## config.mk

```make
export PLATFORM = sky130hd
export DESIGN_NAME = serdesphy_ana_pll_pfd
export DESIGN_NICKNAME = d
export VERILOG_FILES = /design/src/rtl/serdesphy_ana_pll_pfd.sv
export SDC_FILE = /design/constraint.sdc
export NUM_CORES = 1
export LEC_CHECK = 0
export CORE_ASPECT_RATIO = 1.5
export CORE_MARGIN = 2
export CORE_UTILIZATION = 28
export CTS_CLUSTER_DIAMETER = 30
export CTS_CLUSTER_SIZE = 30
export DETAILED_ROUTE_END_ITERATION = 10
export PLACE_DENSITY = 0.52
export REMOVE_ABC_BUFFERS = 1
export SLEW_MARGIN = 20
export SYNTH_ARGS = -nofsm -noshare
export SYNTH_HDL_FRONTEND = slang
export SYNTH_SLANG_ARGS = --single-unit
export TNS_END_PERCENT = 10
```

## constraint.sdc

```tcl
create_clock -name clk -period 2.9 [get_ports clk]
set_input_delay 0.725 -clock clk [delete_from_list [all_inputs] [get_ports clk]]
set_output_delay 0.725 -clock clk [all_outputs]
set_load 0.03 [all_outputs]
```

## src/rtl/serdesphy_ana_pll_pfd.sv

```systemverilog
// serdesphy_ana_pll_pfd: behavioural PLL phase-frequency detector with phase-error, slip and lock reporting
//   clk        system clock
//   rst        asynchronous active-high reset
//   enable     detector enable (synchronous)
//   ref_edge   one-cycle strobe, reference clock edge
//   fb_edge    one-cycle strobe, divided feedback clock edge
//   up_pulse   UP to charge pump (reference leads)
//   down_pulse DOWN to charge pump (feedback leads)
//   phase_err  magnitude of last comparison in clk cycles
//   err_sign   0 = ref led, 1 = fb led
//   err_valid  one-cycle strobe, new phase_err/err_sign
//   slip       one-cycle strobe, second leading edge before lagging edge
//   locked     lock indicator
module serdesphy_ana_pll_pfd #(
    parameter int RST_DLY  = 1,
    parameter int ERR_W    = 8,
    parameter int LOCK_TOL = 2,
    parameter int LOCK_CNT = 16
) (
    input  logic             clk,
    input  logic             rst,
    input  logic             enable,
    input  logic             ref_edge,
    input  logic             fb_edge,
    output logic             up_pulse,
    output logic             down_pulse,
    output logic [ERR_W-1:0] phase_err,
    output logic             err_sign,
    output logic             err_valid,
    output logic             slip,
    output logic             locked
);
    localparam int GW = $clog2(LOCK_CNT + 1);
    localparam int RW = (RST_DLY > 1) ? $clog2(RST_DLY) : 1;
    localparam logic [ERR_W-1:0] CNT_MAX = {ERR_W{1'b1}};
    localparam logic [RW-1:0] DLY_LOAD = RW'((RST_DLY > 0) ? RST_DLY - 1 : 0);

    typedef enum logic [1:0] {IDLE, UP, DOWN, RST} state_t;

    // Without an overlap window a finished comparison returns straight to IDLE
    localparam state_t AFTER_CMP = (RST_DLY == 0) ? IDLE : RST;

    state_t           state, state_nx;
    logic [ERR_W-1:0] cnt, cnt_nx, cnt_inc, err_nx;
    logic [RW-1:0]    dly, dly_nx;
    logic             done, sign_nx, slip_nx, slip_seen, bad;
    logic [GW-1:0]    good_cnt;

    assign cnt_inc = (cnt == CNT_MAX) ? cnt : cnt + ERR_W'(1);

    always_ff @(posedge clk or posedge rst) begin
        if (rst) begin
            state <= IDLE;
            cnt   <= '0;
            dly   <= '0;
        end else begin
            state <= state_nx;
            cnt   <= cnt_nx;
            dly   <= dly_nx;
        end
    end

    always_comb begin
        state_nx = state;
        cnt_nx   = cnt;
        dly_nx   = dly;
        done     = 1'b0;
        err_nx   = phase_err;
        sign_nx  = err_sign;
        slip_nx  = 1'b0;
        if (!enable) begin
            state_nx = IDLE;
        end else begin
            case (state)
                IDLE: begin
                    if (ref_edge && fb_edge) begin
                        done   = 1'b1;
                        err_nx = '0;
                        sign_nx = 1'b0;
                        state_nx = AFTER_CMP;
                        dly_nx = DLY_LOAD;
                    end else if (ref_edge) begin
                        state_nx = UP;
                        cnt_nx = ERR_W'(1);
                    end else if (fb_edge) begin
                        state_nx = DOWN;
                        cnt_nx = ERR_W'(1);
                    end
                end
                UP: begin
                    // A repeated leading edge is a slip, with or without completion
                    slip_nx = ref_edge;
                    if (fb_edge) begin
                        done   = 1'b1;
                        err_nx = cnt;
                        sign_nx = 1'b0;
                        state_nx = AFTER_CMP;
                        dly_nx = DLY_LOAD;
                    end else begin
                        cnt_nx = cnt_inc;
                    end
                end
                DOWN: begin
                    slip_nx = fb_edge;
                    if (ref_edge) begin
                        done   = 1'b1;
                        err_nx = cnt;
                        sign_nx = 1'b1;
                        state_nx = AFTER_CMP;
                        dly_nx = DLY_LOAD;
                    end else begin
                        cnt_nx = cnt_inc;
                    end
                end
                RST: begin
                    // Edges are ignored while both pulses overlap
                    if (dly == '0) state_nx = IDLE;
                    else dly_nx = dly - RW'(1);
                end
                default: state_nx = IDLE;
            endcase
        end
    end

    always_comb begin
        up_pulse   = (state == UP) || (state == RST);
        down_pulse = (state == DOWN) || (state == RST);
    end

    // A comparison is bad if it slipped, follows an earlier slip, or exceeds tolerance
    assign bad = slip_nx || (done && (slip_seen || err_nx > ERR_W'(LOCK_TOL)));

    always_ff @(posedge clk or posedge rst) begin
        if (rst) begin
            phase_err <= '0;
            err_sign  <= 1'b0;
            err_valid <= 1'b0;
            slip      <= 1'b0;
            slip_seen <= 1'b0;
            good_cnt  <= '0;
            locked    <= 1'b0;
        end else if (!enable) begin
            err_valid <= 1'b0;
            slip      <= 1'b0;
            slip_seen <= 1'b0;
            good_cnt  <= '0;
            locked    <= 1'b0;
        end else begin
            phase_err <= err_nx;
            err_sign  <= sign_nx;
            err_valid <= done;
            slip      <= slip_nx;
            if (bad) begin
                good_cnt  <= '0;
                locked    <= 1'b0;
                // A slip that also completes a comparison is consumed by that comparison
                slip_seen <= slip_nx && !done;
            end else begin
                // locked follows good_cnt by one cycle
                locked <= (good_cnt == GW'(LOCK_CNT));
                if (done) begin
                    good_cnt  <= (good_cnt == GW'(LOCK_CNT)) ? good_cnt : good_cnt + GW'(1);
                    slip_seen <= 1'b0;
                end
            end
        end
    end
endmodule

```

==> results of run 1 <==
## cell usage after synthesis (3+ instances only)
library cell	n	area, um^2
a21oi_1	5	25.0
a22o_1	3	26.3
a41oi_1	3	26.3
and2_1	3	18.8
dfrtp_1	28	701
ha_1	8	100
inv_1	13	48.8
nand2_1	7	26.3
nand3_1	9	45.0
nand3b_1	5	37.5
nand4_1	5	31.3
nor2_1	17	63.8
nor2b_1	3	18.8
nor3_1	5	25.0
nor3b_1	3	22.5
o211ai_1	5	37.5
o21ai_0	7	35.0
xor2_1	6	52.6
## stage by stage
stage / util (%) / area (um^2) / cells / hold WS, ps / TNS (ps)
final: 35.8 / 2070 / 275 / 521 / 0
after global routing: 35.8 / 2070 / 275 / 553 / 0
after CTS: 35.8 / 2070 / 275 / 531 / 0
after detailed placement: 35.1 / 2030 / 272 / 511 / -28.4
after global placement: 35.1 / 2030 / 272 / 489 / 0
after floorplan: - / 1630 / 165 / 467 / 0
## report_power, final
group | switching [mW] | internal [mW] | total, mW
Sequential | 0.0776 | 0.469 | 0.547
Combinational | 0.477 | 0.347 | 0.824
Clock | 0.121 | 0.0934 | 0.215
Total | 0.676 | 0.910 | 1.59
## cells in the final DEF, fill, tap and decap left out, types with 6 or more instances in the layout
cell / n
ha_1: 8
inv_1: 13
nand3_1: 9
o21ai_0: 7
dfrtp_1: 28
nand2_1: 7
buf_4: 17
clkdlybuf4s50_1: 18
nor2_1: 17
xor2_1: 6
## worst max-delay path, cell delays in order, from the launching register on
cell and delay [ps]:
dfrtp_1 410, inv_1 100, ha_1 310, or2_2 330, clkdlybuf4s50_1 590
## final cells by class
type                    instances  area (um^2)
clock buffers                   3         41.3
inverters                      13         48.8
well taps                      72         90.1
repair buffers                 35          308
flip-flops and latches         28          701
fillers                       632         3710
multi-input cells             124          883
## layer usage
layer	GRT usage, %	up-vias
li1	-	680
met1	16.7	646
met2	21.5	21
met3	1.03	6
met4	5.65	0
met5	0	-
## worst paths after layout
check / to / slack, ps / depth (start not counted) / from
worst max-delay path: down_pulse / 170 / 4 / state[0]
worst min-delay path: err_sign / 520 / 1 / err_sign
worst max register to register: good_cnt[0] / 510 / 8 / state[0]
worst min register to register: err_sign / 520 / 1 / err_sign
max in group asynchronous: phase_err[6] / 1830 / 3 / rst
min in group asynchronous: phase_err[5] / 800 / 3 / rst
## state kept, by name (all words and copies together) (netlist names)
name,cells
err_valid,1
locked,1
cnt,8
err_sign,1
good_cnt,5
state,2
phase_err,8
slip_seen,1
slip,1
## logic make-up (layout without fill, tap and decap cells)
family	after synthesis	after routing
AND/OR/NAND/NOR	68	68
AO/OA/AOI/OAI	38	38
flip-flops	28	28
buffers and inverters	17	51
adder cells (fa/ha/maj)	8	8
XOR/XNOR	7	7
multiplexers	3	3
==> flow_metrics.py, run 1 <==
metrics = {
    "clock_tree": {
        "cts_tree": "built",
        "cts_sinks": 28,
        "postCtsHoldBufs": 0,
        "htreeDepth": 1,
        "path_clk_slew_ps": 100,
        "postCtsSetupBuffers": 0,
        "numCtsBuffers": 3,
        "post_cts_resized": 0,
        "clk_path_buf_depth": 2,
        "worstSkewPairLatency_ps": 280,
        "cts_root_buffer": "clkbuf_8",
    },
    "critical_path": {
        "cp-end-kind": "output port",
        "cp.required_ps": 2170,
        "cp_max_fo": 6,
        "crit_type": "reg2out",
        "cp-start-kind": "flop",
        "worst_ep_arrival_time_ps": 2010,
    },
    "global_route": {
        "grt_pass1_vias": 1356,
        "grt_max_degree": 29,
        "antenna_found_initial": 0,
        "track_usage_pct": 12.8,
        "gr-total-overflow": 0,
        "grt_pass1_wl_mm": 6.51,
    },
    "timing": {
        "post-route-worst-setup-slack_ps": 167,
        "post-route-period-util_pct": 94.2,
        "final_max_slew_viol_count": 0,
        "setup_viol": 0,
        "fmax_ghz": 0.366,
        "rsz0062_at_grt": "no",
        "min_period_ps": 2730,
        "slew_headroom_pct": 65.5,
        "worst_slew_pin_slew_ps": 513,
        "hold_viol_final": 0,
        "skew_ps": 6.53,
    },
    "route": {
        "routedWlPerCell_um": 13.9,
        "drc_errors": 0,
        "dr.max_layer_used": "met4",
        "wl_met3_um": 69,
        "vias": 1353,
        "wirelength_mm": 3.83,
        "vias_per_cell": 4.92,
        "ant_nets": 0,
        "wl_met1_mm": 1.71,
        "wl_met2_mm": 1.98,
        "drtIter0Drc": 46,
        "first_pass_iters": 4,
    },
    "logic_synthesis": {
        "yosysUniqueCellTypes": 45,
        "yosys_register_bits": 28,
        "synth_top_family_by_area": "simple AND/OR/NAND/NOR gates",
        "synthMuxAreaShare_pct": 1.88,
        "syn_inst": 169,
        "yosys.area_share.simple_pct": 23.5,
        "synthAdderAreaFrac_pct": 6.02,
        "synth_xor_area_share_pct": 3.68,
        "ys_seq_area_share_pct": 42.1,
        "syn_area_um2": 1660,
        "synth_compound_area_share_pct": 18.0,
        "ys_async_sr_fraction_pct": 100,
        "avgSynthCellArea_um2": 9.85,
        "synth-edff-count": 0,
        "yosysWarnings": 0,
        "synth_top_flop_cell": "dfrtp_1",
    },
    "power": {
        "finalPower_mw": 1.59,
        "p_leak_nw": 0.914,
        "ir_drop_mv": 0.294,
        "p_per_area_nw_per_um2": 765,
    },
    "floorplanning": {
        "fp.dieW_um": 66.9,
        "ios": 19,
        "die-area_um2": 6590,
        "start_util_pct": 28.8,
        "die_y_um": 98.4,
        "rows": 34,
        "fp.coreArea_um2": 5790,
    },
    "placement": {
        "numPortBuffers": 18,
        "place.gp.congestion": 0.792,
        "place_hpwl_mm": 2.93,
        "pre_cts_ws_ps": -28.4,
    },
    "min_path": {
        "hold_class": "reg2reg",
    },
    "final_layout": {
        "layout-drive-gt1-share_pct": 15.8,
        "antenna_cells": 0,
        "fin_nets": 218,
        "area_delta_synth_final_pct": 24.5,
    },
    "job": {
        "max-cap-violations": 0,
    },
    "run_status": {
        "outcome": "complete, no violations",
    },
}
Power figures use the tool's default switching activity.
==> run 2, diff against run 1 <==
Settings changed: TNS_END_PERCENT 10 to not set.
==> results of run 2 <==
Final layout, timing and power as in run 1 (identical DEF).
==> run 3, diff against run 2 <==
Settings changed: MAX_ROUTING_LAYER set to met4.
==> flow_metrics.py, run 3 (synthesized netlist as in run 1, its figures left out) <==
metrics = {
    "critical_path": {
        "worst_ep_arrival_time_ps": 2010,
        "cp-start-kind": "flop",
        "cp_max_fo": 6,
        "crit_type": "reg2out",
        "rr_worst_depth": 8,
        "cp-end-kind": "output port",
        "cp.required_ps": 2170,
    },
    "timing": {
        "slew_headroom_pct": 65.8,
        "fmax_ghz": 0.366,
        "final_max_slew_viol_count": 0,
        "hold_viol_final": 0,
        "setup_tns_ps": 0,
        "worst_slew_pin_slew_ps": 509,
        "skew_ps": 8.58,
        "post-route-worst-setup-slack_ps": 166,
        "post-route-period-util_pct": 94.3,
        "rsz0062_at_grt": "no",
        "min_period_ps": 2730,
        "setup_viol": 0,
    },
    "clock_tree": {
        "path_clk_slew_ps": 100,
        "cts_sinks": 28,
        "worstSkewPairLatency_ps": 280,
        "clk_path_buf_depth": 2,
        "post_cts_resized": 0,
        "cts_root_buffer": "clkbuf_8",
        "postCtsHoldBufs": 0,
        "numCtsBuffers": 3,
        "htreeDepth": 1,
        "cts_tree": "built",
        "postCtsSetupBuffers": 0,
    },
    "route": {
        "wirelength_mm": 3.84,
        "first_pass_iters": 4,
        "ant_nets": 0,
        "drtIter0Drc": 29,
        "routedWlPerCell_um": 14.0,
        "vias_per_cell": 4.88,
        "drc_errors": 0,
        "vias": 1341,
    },
    "final_layout": {
        "final_common_cell": "dfrtp_1",
        "most-common-layout-cells": "dfrtp_1, clkdlybuf4s50_1, nor2_1, buf_4, inv_1",
        "area_delta_synth_final_pct": 24.5,
        "layout-drive-gt1-share_pct": 15.8,
        "antenna_cells": 0,
        "fin_nets": 218,
        "reg.largest.list": "cnt: 8 flops, phase_err: 8 flops, good_cnt: 5 flops",
    },
    "placement": {
        "place_hpwl_mm": 2.93,
        "numPortBuffers": 18,
        "pre_cts_ws_ps": -28.4,
        "place.gp.congestion": 0.803,
    },
    "run_status": {
        "outcome": "complete, no violations",
    },
    "power": {
        "p_leak_nw": 0.914,
        "ir_drop_mv": 0.294,
        "finalPower_mw": 1.59,
        "p_per_area_nw_per_um2": 766,
    },
    "global_route": {
        "grt_max_degree": 29,
        "grt_pass1_wl_mm": 6.51,
        "antenna_found_initial": 0,
        "gr-total-overflow": 0,
        "grt_pass1_vias": 1360,
        "track_usage_pct": 13.3,
    },
    "floorplanning": {
        "die-area_um2": 6590,
        "ios": 19,
        "rows": 34,
        "die_y_um": 98.4,
        "start_util_pct": 28.8,
        "fp.dieW_um": 66.9,
        "fp.coreArea_um2": 5790,
    },
    "min_path": {
        "hold_depth": 1,
        "hold_class": "reg2reg",
    },
    "job": {
        "max-cap-violations": 0,
    },
}
run 3: cell counts in the layout (fill, tap and decap cells not counted):
No cell type changed its count.
run 3: worst paths after layout:
path | end | from | slack, ps
worst max-delay path | down_pulse | state[0] | 170
worst max register to register | good_cnt[2] | state[0] | 510
min in group asynchronous | phase_err[4] | rst | 800
worst min-delay path | err_sign | err_sign | 520
worst min register to register | err_sign | err_sign | 520
max in group asynchronous | phase_err[6] | rst | 1830
run 3: worst max-delay path: stages (launching register included):
cell and delay [ps]:
dfrtp_1 410, inv_1 100, ha_1 310, or2_2 330, clkdlybuf4s50_1 590
run 3: final cells by class:
class / count / area (um^2)
Fill cell: 632 / 3710
Multi-Input combinational cell: 124 / 883
Sequential cell: 28 / 701
Timing Repair Buffer: 35 / 308
Tap cell: 72 / 90.1
Inverter: 13 / 48.8
Clock buffer: 3 / 41.3
run 3: power breakdown:
| group | internal (mW) | switching, mW |
|---|---|---|
| sequential | 0.469 | 0.0777 |
| combinational | 0.347 | 0.477 |
| clock | 0.0934 | 0.122 |
| total | 0.909 | 0.677 |
run 3: metal layers:
metal / track usage (%) / part of all wire [%] / wire [um] / vias to the layer above
met1: 16.9 / 45 / 1740 / 641
li1: - / - / - / 678
met5: - / 0 / 0 / -
met2: 21.4 / 51 / 1970 / 18
met3: 1.03 / 1.7 / 64 / 4
met4: 5.65 / 1.7 / 67 / 0
run 3: per-stage QoR:
stage	area, um^2	utilization (%)	hold WS (ps)	cells
after CTS	2070	35.8	531	275
final	2070	35.8	521	275
after floorplan	1630	-	467	165
after global placement	2030	35.1	489	272
after detailed placement	2030	35.1	511	272
after global routing	2070	35.8	553	275
